### src/rtl/vga_frame_capture_pkg.sv
// Shared constants, lock-FSM encoding and pixel payload for the VGA frame-capture path.
package vga_frame_capture_pkg;

    localparam int unsigned COLOR_WIDTH = 4;

    localparam int unsigned DEF_WIDTH   = 640;
    localparam int unsigned DEF_HEIGHT  = 480;
    localparam int unsigned DEF_RS      = 5;

    localparam int unsigned DEF_H_SYNC  = 96;
    localparam int unsigned DEF_H_BACK  = 48;
    localparam int unsigned DEF_H_TOTAL = 800;
    localparam int unsigned DEF_V_SYNC  = 2;
    localparam int unsigned DEF_V_BACK  = 33;
    localparam int unsigned DEF_V_TOTAL = 525;

    localparam int unsigned DEF_LOCK_FRAMES = 2;

    localparam int unsigned ADDR_W = 20;
    localparam int unsigned HC_W   = 11;
    localparam int unsigned VC_W   = 10;

    typedef enum logic [1:0] {
        SEARCH = 2'd0,
        VERIFY = 2'd1,
        LOCKED = 2'd2
    } lockState_t;

    typedef struct packed {
        logic [COLOR_WIDTH-1:0] b;
        logic [COLOR_WIDTH-1:0] g;
        logic [COLOR_WIDTH-1:0] r;
    } pixel_t;

    // Bits needed to hold 0..n-1, never less than one.
    function automatic int unsigned phaseWidth(input int unsigned n);
        return (n > 1) ? $clog2(n) : 1;
    endfunction

endpackage

### src/rtl/vga_timing_tracker.sv
// Recovers h/v position from sync edges, checks line/frame lengths and runs the lock FSM.
// All outputs are aligned with the registered hCnt/vCnt sample.
module vga_timing_tracker
    import vga_frame_capture_pkg::*;
#(
    parameter int unsigned WIDTH       = DEF_WIDTH,
    parameter int unsigned HEIGHT      = DEF_HEIGHT,
    parameter int unsigned RS          = DEF_RS,
    parameter int unsigned H_SYNC      = DEF_H_SYNC,
    parameter int unsigned H_BACK      = DEF_H_BACK,
    parameter int unsigned H_TOTAL     = DEF_H_TOTAL,
    parameter int unsigned V_SYNC      = DEF_V_SYNC,
    parameter int unsigned V_BACK      = DEF_V_BACK,
    parameter int unsigned V_TOTAL     = DEF_V_TOTAL,
    parameter int unsigned LOCK_FRAMES = DEF_LOCK_FRAMES,
    localparam int unsigned PH_W       = phaseWidth(RS)
) (
    input  logic            iVGA_CLK,
    input  logic            iRST_n,
    input  logic            iHS,
    input  logic            iVS,
    output logic            activeC,
    output logic [PH_W-1:0] xs,
    output logic [PH_W-1:0] ys,
    output logic            vsFall,
    output logic            syncErr,
    output logic            locked
);

    localparam int unsigned H_ACT0 = H_SYNC + H_BACK;
    localparam int unsigned H_ACT1 = H_ACT0 + WIDTH;
    localparam int unsigned V_ACT0 = V_SYNC + V_BACK;
    localparam int unsigned V_ACT1 = V_ACT0 + HEIGHT;
    localparam int unsigned GC_W   = phaseWidth(LOCK_FRAMES + 1);

    logic            hsS0, hsS1, vsS0, vsS1;
    logic            hsFallC, vsFallC, hActC, vActC;
    logic            lineBadC, frameBadC, badC, syncErrNext;
    logic [HC_W-1:0] hCnt;
    logic [VC_W-1:0] vCnt;
    logic            skipLine;
    lockState_t      state, stateNext;
    logic [GC_W-1:0] goodCnt, goodCntNext;

    assign hsFallC   = hsS1 & ~hsS0;
    assign vsFallC   = vsS1 & ~vsS0;
    assign hActC     = (hCnt >= HC_W'(H_ACT0)) && (hCnt < HC_W'(H_ACT1));
    assign vActC     = (vCnt >= VC_W'(V_ACT0)) && (vCnt < VC_W'(V_ACT1));
    assign activeC   = hActC & vActC;
    assign lineBadC  = hsFallC & ~skipLine & (hCnt != HC_W'(H_TOTAL - 1));
    assign frameBadC = vsFallC & (vCnt != VC_W'(V_TOTAL - 1));
    assign badC      = lineBadC | frameBadC;
    assign locked    = (state == LOCKED);

    // Sync input stage s0 and previous-sample stage s1 for edge detection.
    always_ff @(posedge iVGA_CLK or negedge iRST_n) begin
        if (!iRST_n) begin
            hsS0 <= 1'b0;
            hsS1 <= 1'b0;
            vsS0 <= 1'b0;
            vsS1 <= 1'b0;
        end else begin
            hsS0 <= iHS;
            hsS1 <= hsS0;
            vsS0 <= iVS;
            vsS1 <= vsS0;
        end
    end

    // Saturating position counters; a VS fall wins over a coincident HS fall.
    always_ff @(posedge iVGA_CLK or negedge iRST_n) begin
        if (!iRST_n) begin
            hCnt <= '0;
            vCnt <= '0;
        end else begin
            if (hsFallC)           hCnt <= '0;
            else if (hCnt != '1)   hCnt <= hCnt + HC_W'(1);
            if (vsFallC)                      vCnt <= '0;
            else if (hsFallC && vCnt != '1)   vCnt <= vCnt + VC_W'(1);
        end
    end

    // Decimation phases: xs held at 0 outside active pixels, ys at 0 outside active lines.
    always_ff @(posedge iVGA_CLK or negedge iRST_n) begin
        if (!iRST_n) begin
            xs <= '0;
            ys <= '0;
        end else begin
            if (activeC) xs <= (xs == PH_W'(RS - 1)) ? '0 : xs + PH_W'(1);
            else         xs <= '0;
            if (vsFallC) begin
                ys <= '0;
            end else if (hsFallC) begin
                if (vActC) ys <= (ys == PH_W'(RS - 1)) ? '0 : ys + PH_W'(1);
                else       ys <= '0;
            end
        end
    end

    // Line check is skipped for the first HS fall after reset or after dropping to SEARCH.
    always_ff @(posedge iVGA_CLK or negedge iRST_n) begin
        if (!iRST_n)                                     skipLine <= 1'b1;
        else if (stateNext == SEARCH && state != SEARCH) skipLine <= 1'b1;
        else if (hsFallC)                                skipLine <= 1'b0;
    end

    // Lock FSM state register plus aligned event pulses.
    always_ff @(posedge iVGA_CLK or negedge iRST_n) begin
        if (!iRST_n) begin
            state   <= SEARCH;
            goodCnt <= '0;
            syncErr <= 1'b0;
            vsFall  <= 1'b0;
        end else begin
            state   <= stateNext;
            goodCnt <= goodCntNext;
            syncErr <= syncErrNext;
            vsFall  <= vsFallC;
        end
    end

    // Lock FSM next state: count clean frames in VERIFY, drop to SEARCH on any bad check.
    always_comb begin
        stateNext   = state;
        goodCntNext = goodCnt;
        syncErrNext = 1'b0;
        case (state)
            SEARCH: begin
                if (vsFallC) begin
                    stateNext   = VERIFY;
                    goodCntNext = '0;
                end
            end
            VERIFY: begin
                if (badC) begin
                    stateNext = SEARCH;
                end else if (vsFallC) begin
                    goodCntNext = goodCnt + GC_W'(1);
                    if (goodCnt == GC_W'(LOCK_FRAMES - 1)) stateNext = LOCKED;
                end
            end
            LOCKED: begin
                if (badC) begin
                    stateNext   = SEARCH;
                    syncErrNext = 1'b1;
                end
            end
            default: stateNext = SEARCH;
        endcase
    end

endmodule

### src/rtl/vga_frame_capture.sv
// Captures a decimated copy of the active VGA picture into a frame-buffer write port.
module vga_frame_capture
    import vga_frame_capture_pkg::*;
#(
    parameter int unsigned WIDTH       = DEF_WIDTH,
    parameter int unsigned HEIGHT      = DEF_HEIGHT,
    parameter int unsigned RS          = DEF_RS,
    parameter int unsigned H_SYNC      = DEF_H_SYNC,
    parameter int unsigned H_BACK      = DEF_H_BACK,
    parameter int unsigned H_TOTAL     = DEF_H_TOTAL,
    parameter int unsigned V_SYNC      = DEF_V_SYNC,
    parameter int unsigned V_BACK      = DEF_V_BACK,
    parameter int unsigned V_TOTAL     = DEF_V_TOTAL,
    parameter int unsigned LOCK_FRAMES = DEF_LOCK_FRAMES
) (
    input  logic                     iVGA_CLK,
    input  logic                     iRST_n,
    input  logic                     iHS,
    input  logic                     iVS,
    input  logic [COLOR_WIDTH-1:0]   iR,
    input  logic [COLOR_WIDTH-1:0]   iG,
    input  logic [COLOR_WIDTH-1:0]   iB,
    output logic [ADDR_W-1:0]        oWADDR,
    output logic [3*COLOR_WIDTH-1:0] oWDATA,
    output logic                     oWE,
    output logic                     oLOCKED,
    output logic                     oFRAME_DONE,
    output logic                     oSYNC_ERR
);

    localparam int unsigned PH_W         = phaseWidth(RS);
    localparam int unsigned FRAME_WRITES = (WIDTH / RS) * (HEIGHT / RS);

    pixel_t            pixS0, pixS1;
    logic              activeC, vsFall, syncErr, locked;
    logic [PH_W-1:0]   xs, ys;
    logic [ADDR_W-1:0] wrPtr;
    logic              wrEnC;

    vga_timing_tracker #(
        .WIDTH      (WIDTH),
        .HEIGHT     (HEIGHT),
        .RS         (RS),
        .H_SYNC     (H_SYNC),
        .H_BACK     (H_BACK),
        .H_TOTAL    (H_TOTAL),
        .V_SYNC     (V_SYNC),
        .V_BACK     (V_BACK),
        .V_TOTAL    (V_TOTAL),
        .LOCK_FRAMES(LOCK_FRAMES)
    ) uTracker (
        .iVGA_CLK(iVGA_CLK),
        .iRST_n  (iRST_n),
        .iHS     (iHS),
        .iVS     (iVS),
        .activeC (activeC),
        .xs      (xs),
        .ys      (ys),
        .vsFall  (vsFall),
        .syncErr (syncErr),
        .locked  (locked)
    );

    assign wrEnC = locked & activeC & (xs == '0) & (ys == '0);

    // Pixel pipeline kept in step with the tracker's sync stages.
    always_ff @(posedge iVGA_CLK or negedge iRST_n) begin
        if (!iRST_n) begin
            pixS0 <= '0;
            pixS1 <= '0;
        end else begin
            pixS0 <= '{b: iB, g: iG, r: iR};
            pixS1 <= pixS0;
        end
    end

    // RAM port, write pointer and status registers; the pointer doubles as the per-frame write count.
    always_ff @(posedge iVGA_CLK or negedge iRST_n) begin
        if (!iRST_n) begin
            oWADDR      <= '0;
            oWDATA      <= '0;
            oWE         <= 1'b0;
            oLOCKED     <= 1'b0;
            oFRAME_DONE <= 1'b0;
            oSYNC_ERR   <= 1'b0;
            wrPtr       <= '0;
        end else begin
            oWE         <= wrEnC;
            oLOCKED     <= locked;
            oSYNC_ERR   <= syncErr;
            oFRAME_DONE <= vsFall & locked & (wrPtr == ADDR_W'(FRAME_WRITES));
            if (vsFall) begin
                wrPtr  <= '0;
                oWADDR <= '0;
            end else if (wrEnC) begin
                oWADDR <= wrPtr;
                oWDATA <= pixS1;
                wrPtr  <= wrPtr + ADDR_W'(1);
            end
        end
    end

endmodule

### config.mk
export PLATFORM = sky130hd
export DESIGN_NAME = vga_frame_capture
export DESIGN_NICKNAME = d
export VERILOG_FILES = /design/src/rtl/vga_frame_capture_pkg.sv /design/src/rtl/vga_timing_tracker.sv /design/src/rtl/vga_frame_capture.sv
export SDC_FILE = /design/constraint.sdc
export NUM_CORES = 1
export LEC_CHECK = 0
export BUFFER_PORTS_ARGS = -buffer_cell sky130_fd_sc_hd__buf_2
export CORE_MARGIN = 1.5
export CORE_UTILIZATION = 53
export DETAILED_ROUTE_END_ITERATION = 10
export GPL_TIMING_DRIVEN = 0
export PLACE_DENSITY = 0.76
export SYNTH_ARGS = -nofsm -noshare
export SYNTH_HDL_FRONTEND = slang
export SYNTH_SLANG_ARGS = --single-unit
### constraint.sdc
create_clock -name iVGA_CLK -period 2.1 [get_ports iVGA_CLK]
set_input_delay 0.315 -clock iVGA_CLK [delete_from_list [all_inputs] [get_ports iVGA_CLK]]
set_output_delay 0.315 -clock iVGA_CLK [all_outputs]
set_load 0.03 [all_outputs]
==> summary.md <==
| Metric | Value |
|---|---|
| Status | finished, violations left |
| Vias | 4305 |
| Number of global-route vias before repair | 4051 |
| Slew Viols, Final | 0 |
| Synth Flop Type | dfrtp_1 |
| Failing checks | negative setup slack |
| Worst ir drop on vdd | 0.439 mV |
| RSZ-0062 raised after global routing | true |
| Rows | 35 |
| Root buf cell | clkbuf_8 |
| Fraction of layout cells with a size suffix above 1 | 34.8% |
| Mapped Area | 5030 um^2 |
| Post-Syn Instances | 469 |
| Most frequent cells in the layout | dfrtp_1, buf_2, nand2_1 |
| Tightest Pin Transition | 829 ps |
| Synth area leaders | dfrtp_1, nand2_1, a21oi_1 |
| Avg WL per Cell | 19.8 um |
| I/O pins | 52 |
| Crit path from | uTracker.hCnt[7]$_DFFE_PN0P_ |
| Minimum clock period | 2370 ps |
| Final Hold Fails | 0 |
| Commonest non-fill, non-tap cell in the layout | dfrtp_1 |
| Starting density of the core | 54.5% |
| CTS Buf Count | 17 |
| Max-cap violation count | 0 |
| Initial antenna violation count | 0 |
| Critical path class | reg -> reg |
| Hold WC Path Type | in -> async |
| Max transition margin | 44.7% |
| Leak Pwr | 3.11 nW |
| Core area | 9240 um^2 |
| Final Util | 76.5% |
| CTS tree | yes |
| Area growth from synthesis to final layout | 40.5% |
| Final cell count without fillers | 718 |
| CP Data Required Time | 2530 ps |
| CTS max path bufs | 2 |
| Average size of a mapped cell | 10.7 um^2 |
| Placed cell count | 650 |
| I/O Buffers | 51 |
| Grt ovf | 0 |
| First-pass GRT wire length | 20.1 mm |
| Critical R2R Launch | uTracker.hCnt[7]$_DFFE_PN0P_ |
| Largest net degree at the start of global routing | 75 |
| Pwr Density | 815 nW/um^2 |
| Post-synth ARST share | 100% |
| Die W | 100 um |
| Clock transition at path regs | 70 ps |
| H-tree depth | 4 |
| Finish-stage setup viols | 46 |
| Sink Count | 118 |
| Clock Skews | 14.1 ps |
| Pre-Repair DR Iteration Count | 6 |
| #FFs+latches synth | 118 |
| CP Capture Type | flip-flop |
| Max Fclk | 421 MHz |
| Routed wire length | 14.2 mm |
| Tot GR Track Use | 25.8% |
| Yosys warnings | 0 |
| Die Ht | 100 um |
| ANT cells | 0 |
| Setup WS post-layout | -273 ps |
| Final HPWL DP | 7.10 mm |
| Synth area leader | dfrtp_1 |
| Synth unique cells | 52 |
| Arrival @ worst endpoint | 2810 ps |
| Post-synth EDFFs | 0 |
| Final Cycle Share | 113% |
| Post-Syn Nets | 495 |
| Die area | 10100 um^2 |
| Post-synth top area share | 58.2% |
| Drt first-iter violations | 351 |
| DRC | 0 |
| Vias/cell | 6.00 |
| CP Launch Type | flip-flop |
| Final ANT Viol Nets | 0 |
| Worst-skew pair later-pin latency | 520 ps |
| Layout Nets | 602 |
| Critical Path Fanout Max | 5 |
| Sequential element share of the synthesized area | 58.7% |
| GPL Wtd Cong | 0.827 |
final timing paths:
kind / slack, ps / depth (start not counted) / end
min in group iVGA_CLK: 350 / 0 / pixS1[10]$_DFF_PN0_
hold reg to reg: 350 / 0 / pixS1[10]$_DFF_PN0_
hold / removal: 330 / 2 / uTracker.vCnt[8]$_DFFE_PN0P_
max in group asynchronous: 970 / 3 / uTracker.skipLine$_DFFE_PN1P_
setup reg to reg: -270 / 7 / wrPtr[3]$_DFFE_PN0P_
setup / recovery: -270 / 7 / wrPtr[3]$_DFFE_PN0P_
metal layers:
layer | GRT usage (%) | vias to the layer above | wire length [um]
li1 | - | 1886 | -
met4 | 9.86 | 0 | 488
met1 | 32.7 | 2141 | 5680
met3 | 6.10 | 57 | 792
met2 | 43.4 | 221 | 7250
met5 | 0 | - | 0
power by group:
part | leakage, nW | switching, W | internal [W]
clock network | 0.286 | 0.00111 | 0.00182
logic | 1.26 | 0.000217 | 0.000143
registers | 1.56 | 0.0000938 | 0.00238
total | 3.11 | 0.00142 | 0.00434
stage by stage:
step	setup TNS [ps]	total power (W)	hold slack (ps)	setup WS [ps]	cell area, um^2
after global placement	-86450	0.00278	331	-636	5500
after floorplan	-480	0.00267	19.4	-89.7	5080
after detailed placement	-16720	0.00281	340	-488	5530
after CTS	-4510	0.00572	354	-199	6740
final	-3930	0.00577	332	-273	7070
after global routing	-6150	0.00596	353	-313	7070
synth_stat cells (all sizes together) (3+ instances only):
| cell | count |
|---|---|
| o21ai | 16 |
| nand2b | 4 |
| nand4b | 4 |
| nor4 | 7 |
| dfrtp | 117 |
| buf | 5 |
| a211oi | 4 |
| nor2b | 4 |
| inv | 19 |
| mux2 | 13 |
| nor3 | 3 |
| and4 | 3 |
| o2111ai | 3 |
| or3 | 9 |
| and2 | 4 |
| nand4 | 8 |
| o31ai | 6 |
| xnor2 | 9 |
| a31oi | 4 |
| nand2 | 63 |
| o211ai | 3 |
| clkbuf | 13 |
| and3 | 8 |
| nor2 | 31 |
| a21oi | 43 |
| nand3 | 19 |
| ha | 10 |
| xor2 | 8 |
| or4 | 5 |
kinds of logic (layout without fill, tap and decap cells):
group	count (synthesis)	after routing	share of synthesized area [%]
compound gates	93	93	11.8
xor+xnor	17	17	2.96
fa+ha+maj	10	10	2.49
buf+inv	37	157	2.93
flops	118	118	58.7
mux	15	15	3.31
simple gates	179	179	17.9
state kept, by name, indices dropped and copies added (netlist names), 3 cells and up:
signal / count
oWADDR: 20
oWDATA: 12
pixS0: 12
pixS1: 12
uTracker.hCnt: 11
uTracker.vCnt: 10
uTracker.xs: 3
uTracker.ys: 3
wrPtr: 20
layout make-up:
cell class,instances,area [um^2]
Sequential cell,118,2960
Multi-Input combinational cell,314,2470
Fill cell,531,2170
Timing Repair Buffer,91,686
Clock buffer,18,418
Clock inverter,14,176
Tap cell,129,161
Buffer,15,128
Inverter,19,71.3
worst max-delay path, stage by stage (launching register included):
cell and delay [ps]:
dfrtp_2 420, o41a_1 480, a221oi_4 250, buf_6 160
o211ai_4 110, buf_6 160, or4_4 470, a21oi_2 220
repair_timing:
item | in CTS | in global routing
pin swaps | 36 | 17
endpoints found under the setup margin | 51 | 53
setup buffers | 9 | 10
cloned | 2 | 3
endpoints found under the hold margin | 58 | 0
hold buffers | 15 | 0
resized for setup | 91 | 56
No activity file was read; power rests on OpenSTA's default activity.
